`config.mk`:
```
export PLATFORM = sky130hd
export DESIGN_NAME = gpio_irq
export DESIGN_NICKNAME = d
export VERILOG_FILES = /design/src/rtl/gpio_irq_pkg.sv /design/src/rtl/gpio_irq_port.sv /design/src/rtl/gpio_irq.sv
export SDC_FILE = /design/constraint.sdc
export NUM_CORES = 1
export LEC_CHECK = 0
export CORE_MARGIN = 1
export CORE_UTILIZATION = 35
export DETAILED_ROUTE_END_ITERATION = 8
export DONT_BUFFER_PORTS = 1
export GPL_TIMING_DRIVEN = 0
export HOLD_SLACK_MARGIN = 0.03
export SYNTH_ARGS = -nofsm -noshare
export SYNTH_HDL_FRONTEND = slang
export SYNTH_SLANG_ARGS = --single-unit
```
`constraint.sdc`:
```
create_clock -name clk -period 5.44 [get_ports clk]
set_input_delay 1.088 -clock clk [delete_from_list [all_inputs] [get_ports clk]]
set_output_delay 1.088 -clock clk [all_outputs]
set_load 0.05 [all_outputs]
```
`src/rtl/gpio_irq_pkg.sv`:
```
// Shared constants for the gpio_irq peripheral: per-port register offsets and port width.
package gpio_irq_pkg;

  localparam int PORT_W = 8;

  localparam logic [2:0] REG_OUT  = 3'd0;
  localparam logic [2:0] REG_DIR  = 3'd1;
  localparam logic [2:0] REG_IN   = 3'd2;
  localparam logic [2:0] REG_RISE = 3'd3;
  localparam logic [2:0] REG_FALL = 3'd4;
  localparam logic [2:0] REG_STAT = 3'd5;
  localparam logic [2:0] REG_IEN  = 3'd6;
  localparam logic [2:0] REG_TGL  = 3'd7;

endpackage

```
`src/rtl/gpio_irq_port.sv`:
```
// One 8-bit GPIO port: output/direction latches, pin synchroniser, edge capture,
// sticky status with W1C, local interrupt and unregistered read mux.
module gpio_irq_port
  import gpio_irq_pkg::*;
#(
  parameter int SYNC_STAGES = 2
) (
  input  logic              clk,
  input  logic              reset,
  input  logic              wr_en,
  input  logic [2:0]        off,
  input  logic [PORT_W-1:0] din,
  input  logic [PORT_W-1:0] pin,
  output logic [PORT_W-1:0] out,
  output logic [PORT_W-1:0] dir,
  output logic [PORT_W-1:0] rd_data,
  output logic              irq_o
);

  logic [PORT_W-1:0] out_q, out_d;
  logic [PORT_W-1:0] dir_q, dir_d;
  logic [PORT_W-1:0] rise_q, rise_d;
  logic [PORT_W-1:0] fall_q, fall_d;
  logic [PORT_W-1:0] stat_q, stat_d;
  logic [PORT_W-1:0] ien_q, ien_d;
  logic [PORT_W-1:0] prev_q;
  logic [PORT_W-1:0] sync_q [SYNC_STAGES];
  logic [PORT_W-1:0] in_s, set_s, clr_s;

  assign in_s  = sync_q[SYNC_STAGES-1];
  assign set_s = (in_s & ~prev_q & rise_q) | (~in_s & prev_q & fall_q);

  always_comb begin
    out_d  = out_q;
    dir_d  = dir_q;
    rise_d = rise_q;
    fall_d = fall_q;
    ien_d  = ien_q;
    clr_s  = '0;
    if (wr_en) begin
      case (off)
        REG_OUT:  out_d  = din;
        REG_DIR:  dir_d  = din;
        REG_RISE: rise_d = din;
        REG_FALL: fall_d = din;
        REG_STAT: clr_s  = din;
        REG_IEN:  ien_d  = din;
        REG_TGL:  out_d  = out_q ^ din;
        default:  ;
      endcase
    end
    // A new edge in the same cycle as its W1C keeps the bit set.
    stat_d = (stat_q & ~clr_s) | set_s;
  end

  always_ff @(posedge clk) begin
    if (reset) begin
      out_q  <= '0;
      dir_q  <= '0;
      rise_q <= '0;
      fall_q <= '0;
      stat_q <= '0;
      ien_q  <= '0;
      prev_q <= '0;
      for (int i = 0; i < SYNC_STAGES; i++) sync_q[i] <= '0;
    end else begin
      out_q     <= out_d;
      dir_q     <= dir_d;
      rise_q    <= rise_d;
      fall_q    <= fall_d;
      stat_q    <= stat_d;
      ien_q     <= ien_d;
      prev_q    <= in_s;
      sync_q[0] <= pin;
      for (int i = 1; i < SYNC_STAGES; i++) sync_q[i] <= sync_q[i-1];
    end
  end

  always_comb begin
    rd_data = '0;
    case (off)
      REG_OUT:  rd_data = out_q;
      REG_DIR:  rd_data = dir_q;
      REG_IN:   rd_data = in_s;
      REG_RISE: rd_data = rise_q;
      REG_FALL: rd_data = fall_q;
      REG_STAT: rd_data = stat_q;
      REG_IEN:  rd_data = ien_q;
      default:  rd_data = '0;
    endcase
  end

  assign out   = out_q;
  assign dir   = dir_q;
  assign irq_o = |(stat_q & ien_q);

endmodule

```
`src/rtl/gpio_irq.sv`:
```
// GPIO peripheral top: port decode, NPORTS port instances, registered read data
// and registered OR of the per-port interrupts.
module gpio_irq
  import gpio_irq_pkg::*;
#(
  parameter int NPORTS      = 2,
  parameter int SYNC_STAGES = 2
) (
  input  logic                     clk,
  input  logic                     reset,
  input  logic                     cs,
  input  logic                     we,
  input  logic [5:0]               addr,
  input  logic [7:0]               din,
  output logic [7:0]               dout,
  input  logic [PORT_W*NPORTS-1:0] gpio_i,
  output logic [PORT_W*NPORTS-1:0] gpio_o,
  output logic [PORT_W*NPORTS-1:0] gpio_oe,
  output logic                     irq
);

  logic [2:0]        port_sel;
  logic [2:0]        off;
  logic [PORT_W-1:0] port_rd [NPORTS];
  logic [NPORTS-1:0] port_irq;
  logic [7:0]        dout_q, dout_d;
  logic              irq_q, irq_d;

  assign port_sel = addr[5:3];
  assign off      = addr[2:0];

  for (genvar p = 0; p < NPORTS; p++) begin : g_port
    gpio_irq_port #(.SYNC_STAGES(SYNC_STAGES)) u_port (
      .clk     (clk),
      .reset   (reset),
      .wr_en   (cs & we & (port_sel == 3'(p))),
      .off     (off),
      .din     (din),
      .pin     (gpio_i[PORT_W*p +: PORT_W]),
      .out     (gpio_o[PORT_W*p +: PORT_W]),
      .dir     (gpio_oe[PORT_W*p +: PORT_W]),
      .rd_data (port_rd[p]),
      .irq_o   (port_irq[p])
    );
  end

  // Unpopulated port indices fall through to zero.
  always_comb begin
    dout_d = '0;
    for (int p = 0; p < NPORTS; p++) begin
      if (port_sel == 3'(p)) dout_d = port_rd[p];
    end
    irq_d = |port_irq;
  end

  always_ff @(posedge clk) begin
    if (reset) begin
      dout_q <= '0;
      irq_q  <= 1'b0;
    end else begin
      dout_q <= dout_d;
      irq_q  <= irq_d;
    end
  end

  assign dout = dout_q;
  assign irq  = irq_q;

endmodule
```
==> results.toml <==
[status]
outcome = "completed"

[place]
portBuffers = 0
dp_hpwl_mm = 15.2
dpl-instance-area_mm2 = 0.00691
gp_congestion = 0.926

[clock_network]
clock-sinks = 153
htree_levels = 4
cts_buffers = 17
clk_latency_ns = 0.43
post_cts_buffers = 0
cts-root-buf = "clkbuf_16"
cts_tree = "done"
cts_resized = 0
ctsHoldBuffers = 0
clock_path_buffers = 2
path_clk_slew_ns = 0.06

[floorplanning]
die_w_um = 140
initial_core_util_pct = 36.2
rows = 49
ioPinCount = 75
fp.coreArea_mm2 = 0.0183
fp.dieH_um = 140
dieArea_mm2 = 0.0195

[critical_path]
start_kind = "input port"
cp.arrival_ns = 2.90
path_class = "input port to flip-flop"
critPathRequiredTime_ns = 5.72
end_kind = "flip-flop"
timing.rr.end = "dout[2]$_SDFF_PP0_"
r2r_cells = 4
r2r-start = "g_port[0].u_port.out[2]$_SDFFE_PP0P_"
crit_fanout = 10
rrSetupSlack_ns = 3.43

[timing]
grt_setup_unrepaired = "false"
period_needed_ns = 2.63
drv_slew = 0
tns_ns = 0
clock_skew_ns = 0.00674
worst_pin_slew_ns = 0.862
relSlewSlack_pct = 42.1
setup_viol_count_final = 0
timing.hold.ws_ns = 0.434
finalHoldViolCount = 0
min_period_over_period_pct = 48.3
fmax_mhz = 380

[global_routing]
grt_max_degree = 17
grtUsageTotal_pct = 22.7
antenna_found_initial = 0
gr-total-overflow = 0
grt_pass1_wl_mm = 32.2
grt_pass1_vias = 5189

[synthesis]
synth-edff-count = 0
avgSynthCellArea_um2 = 10.1
yosysUniqueCellTypes = 50
seq_area_frac_synth_pct = 46.2
async_flop_share_pct = 0
synth_ff_type = "dfxtp_1"
syn-num-nets = 689
yosysWarnings = 0
ys_ff_latch = 153
syn_area_mm2 = 0.00662
synth_cells = 655

[route]
drt_iter0_drc = 505
wire_per_inst_um = 23.3
wl_mm = 21.4
dr_total_vias = 5285
first_pass_iters = 6
vias_per_cell = 5.77
drc = 0
ant_nets = 0

[cells_and_area]
final_cell_mix = "dfxtp_1 (153), nor2_1 (83), mux2i_1 (78)"
syn2layout_area_growth_pct = 13.6
drive_gt1_share_pct = 12.1
antenna_cells = 0
seq_area_mm2 = 0.00306
fillers = 1798
num-nets-final = 708
final_area_mm2 = 0.00752
layout_commonest_cell = "dfxtp_1"
multi_input_area_mm2 = 0.00324

[min_path]
hp-start = "g_port[1].u_port.sync_q[0][6]$_SDFF_PP0_"
min_path_type = "flip-flop to flip-flop"
hold-path-cell-count = 1
holdPathEnd = "g_port[1].u_port.sync_q[0][14]$_SDFF_PP0_"

[power]
p_per_area_mw_per_mm2 = 335
vdd_drop_max_mv = 0.201
power_mw = 2.52
p_leak_nw = 2.81

[flow_run]
max_cap_viol_count = 0
-- state kept, by name, summed over array words and instances (netlist names) --
signal,cells
irq,1
g_port.u_port.out,16
g_port.u_port.sync_q,32
g_port.u_port.stat_q,16
g_port.u_port.dir,16
g_port.u_port.prev_q,16
g_port.u_port.rise_q,16
dout,8
g_port.u_port.fall_q,16
g_port.u_port.ien_q,16
-- cell type report --
| class | count | share of cell area [%] |
|---|---|---|
| sequential | 153 | 40.7 |
| inverter | 12 | 0.599 |
| tap | 229 | 3.81 |
| multi-input combinational | 430 | 43.1 |
| clock buffer | 19 | 5.89 |
| clock inverter | 13 | 2.28 |
| buffer | 60 | 3.63 |
-- worst max-delay path by stage --
stage	start	endpoint	slack, ns
after CTS	addr[2]	g_port[1].u_port.fall_q[4]$_SDFFE_PP0P_	2.87
after global placement	addr[2]	g_port[1].u_port.fall_q[2]$_SDFFE_PP0P_	2.49
final	addr[2]	g_port[0].u_port.stat_q[6]$_SDFF_PP0_	2.81
after floorplan	addr[0]	dout[0]$_SDFF_PP0_	2.99
after detailed placement	addr[2]	g_port[1].u_port.fall_q[4]$_SDFFE_PP0P_	2.42
after global routing	addr[2]	g_port[0].u_port.stat_q[6]$_SDFF_PP0_	2.77
-- report_power, final --
group | switching, mW | leakage, nW | internal (mW) | total (mW)
Clock | 0.491 | 0.282 | 0.737 | 1.23
Sequential | 0.0166 | 1.24 | 1.14 | 1.15
Combinational | 0.0994 | 1.29 | 0.0416 | 0.141
Total | 0.607 | 2.81 | 1.92 | 2.52
-- cells in the mapped netlist (2+ instances only) --
library cell,n,area [um^2]
a2111oi_0,2,17.5
a211oi_1,5,37.5
a21oi_1,6,30.0
a221o_1,2,20.0
a221oi_1,3,26.3
a22o_1,3,26.3
a22oi_1,5,37.5
a2bb2oi_1,2,17.5
a311oi_1,2,17.5
a31oi_1,18,113
and3_1,2,12.5
and3b_1,2,17.5
and4_1,2,17.5
buf_1,2,7.51
buf_2,23,115
buf_6,2,22.5
clkbuf_1,32,120
dfxtp_1,153,3060
inv_1,12,45.0
mux2_2,7,78.8
mux2i_1,78,781
mux4_2,12,270
nand2_1,6,22.5
nand2b_1,2,12.5
nand3_1,2,10.0
nand3b_1,36,270
nand4_2,2,25.0
nor2_1,83,312
nor2b_1,54,338
nor3_1,5,25.0
o2111ai_1,16,140
o211a_1,2,20.0
o21ai_0,19,95.1
o2bb2ai_1,6,52.6
o31ai_1,16,120
or4_1,2,15.0
xnor2_1,16,140
-- logic make-up after synthesis --
group,Yosys count,share of synthesized area (%)
XOR/XNOR,16,2.12
flip-flops,153,46.2
buffers and inverters,72,4.80
AO/OA/AOI/OAI,112,12.4
AND/OR/NAND/NOR,205,17.4
multiplexers,97,17.1
-- layer usage --
| metal | global-route usage, % | vias to the layer above | share of wire (%) |
|---|---|---|---|
| met1 | 28.7 | 2561 | 41 |
| met4 | 11.0 | 0 | 3.9 |
| met3 | 5.92 | 58 | 8.5 |
| li1 | - | 2387 | - |
| met5 | 0 | - | 0 |
| met2 | 35.9 | 279 | 46 |
-- per-stage QoR --
| stage | setup slack [ns] | util, % | instances |
|---|---|---|---|
| floorplan | 2.99 | - | 655 |
| global placement | 2.49 | 37.8 | 884 |
| detailed placement | 2.42 | 37.8 | 884 |
| CTS | 2.87 | 41.2 | 916 |
| global route | 2.77 | 41.2 | 916 |
| finish | 2.81 | 41.2 | 916 |
-- critical path, stage by stage --
cell and delay, ns:
buf_2 0.25, buf_2 0.37, and3b_1 0.30, nand3_1 0.39
o21ai_0 0.38, a31oi_1 0.13
Note: power is estimated with default switching activity, not from simulation.
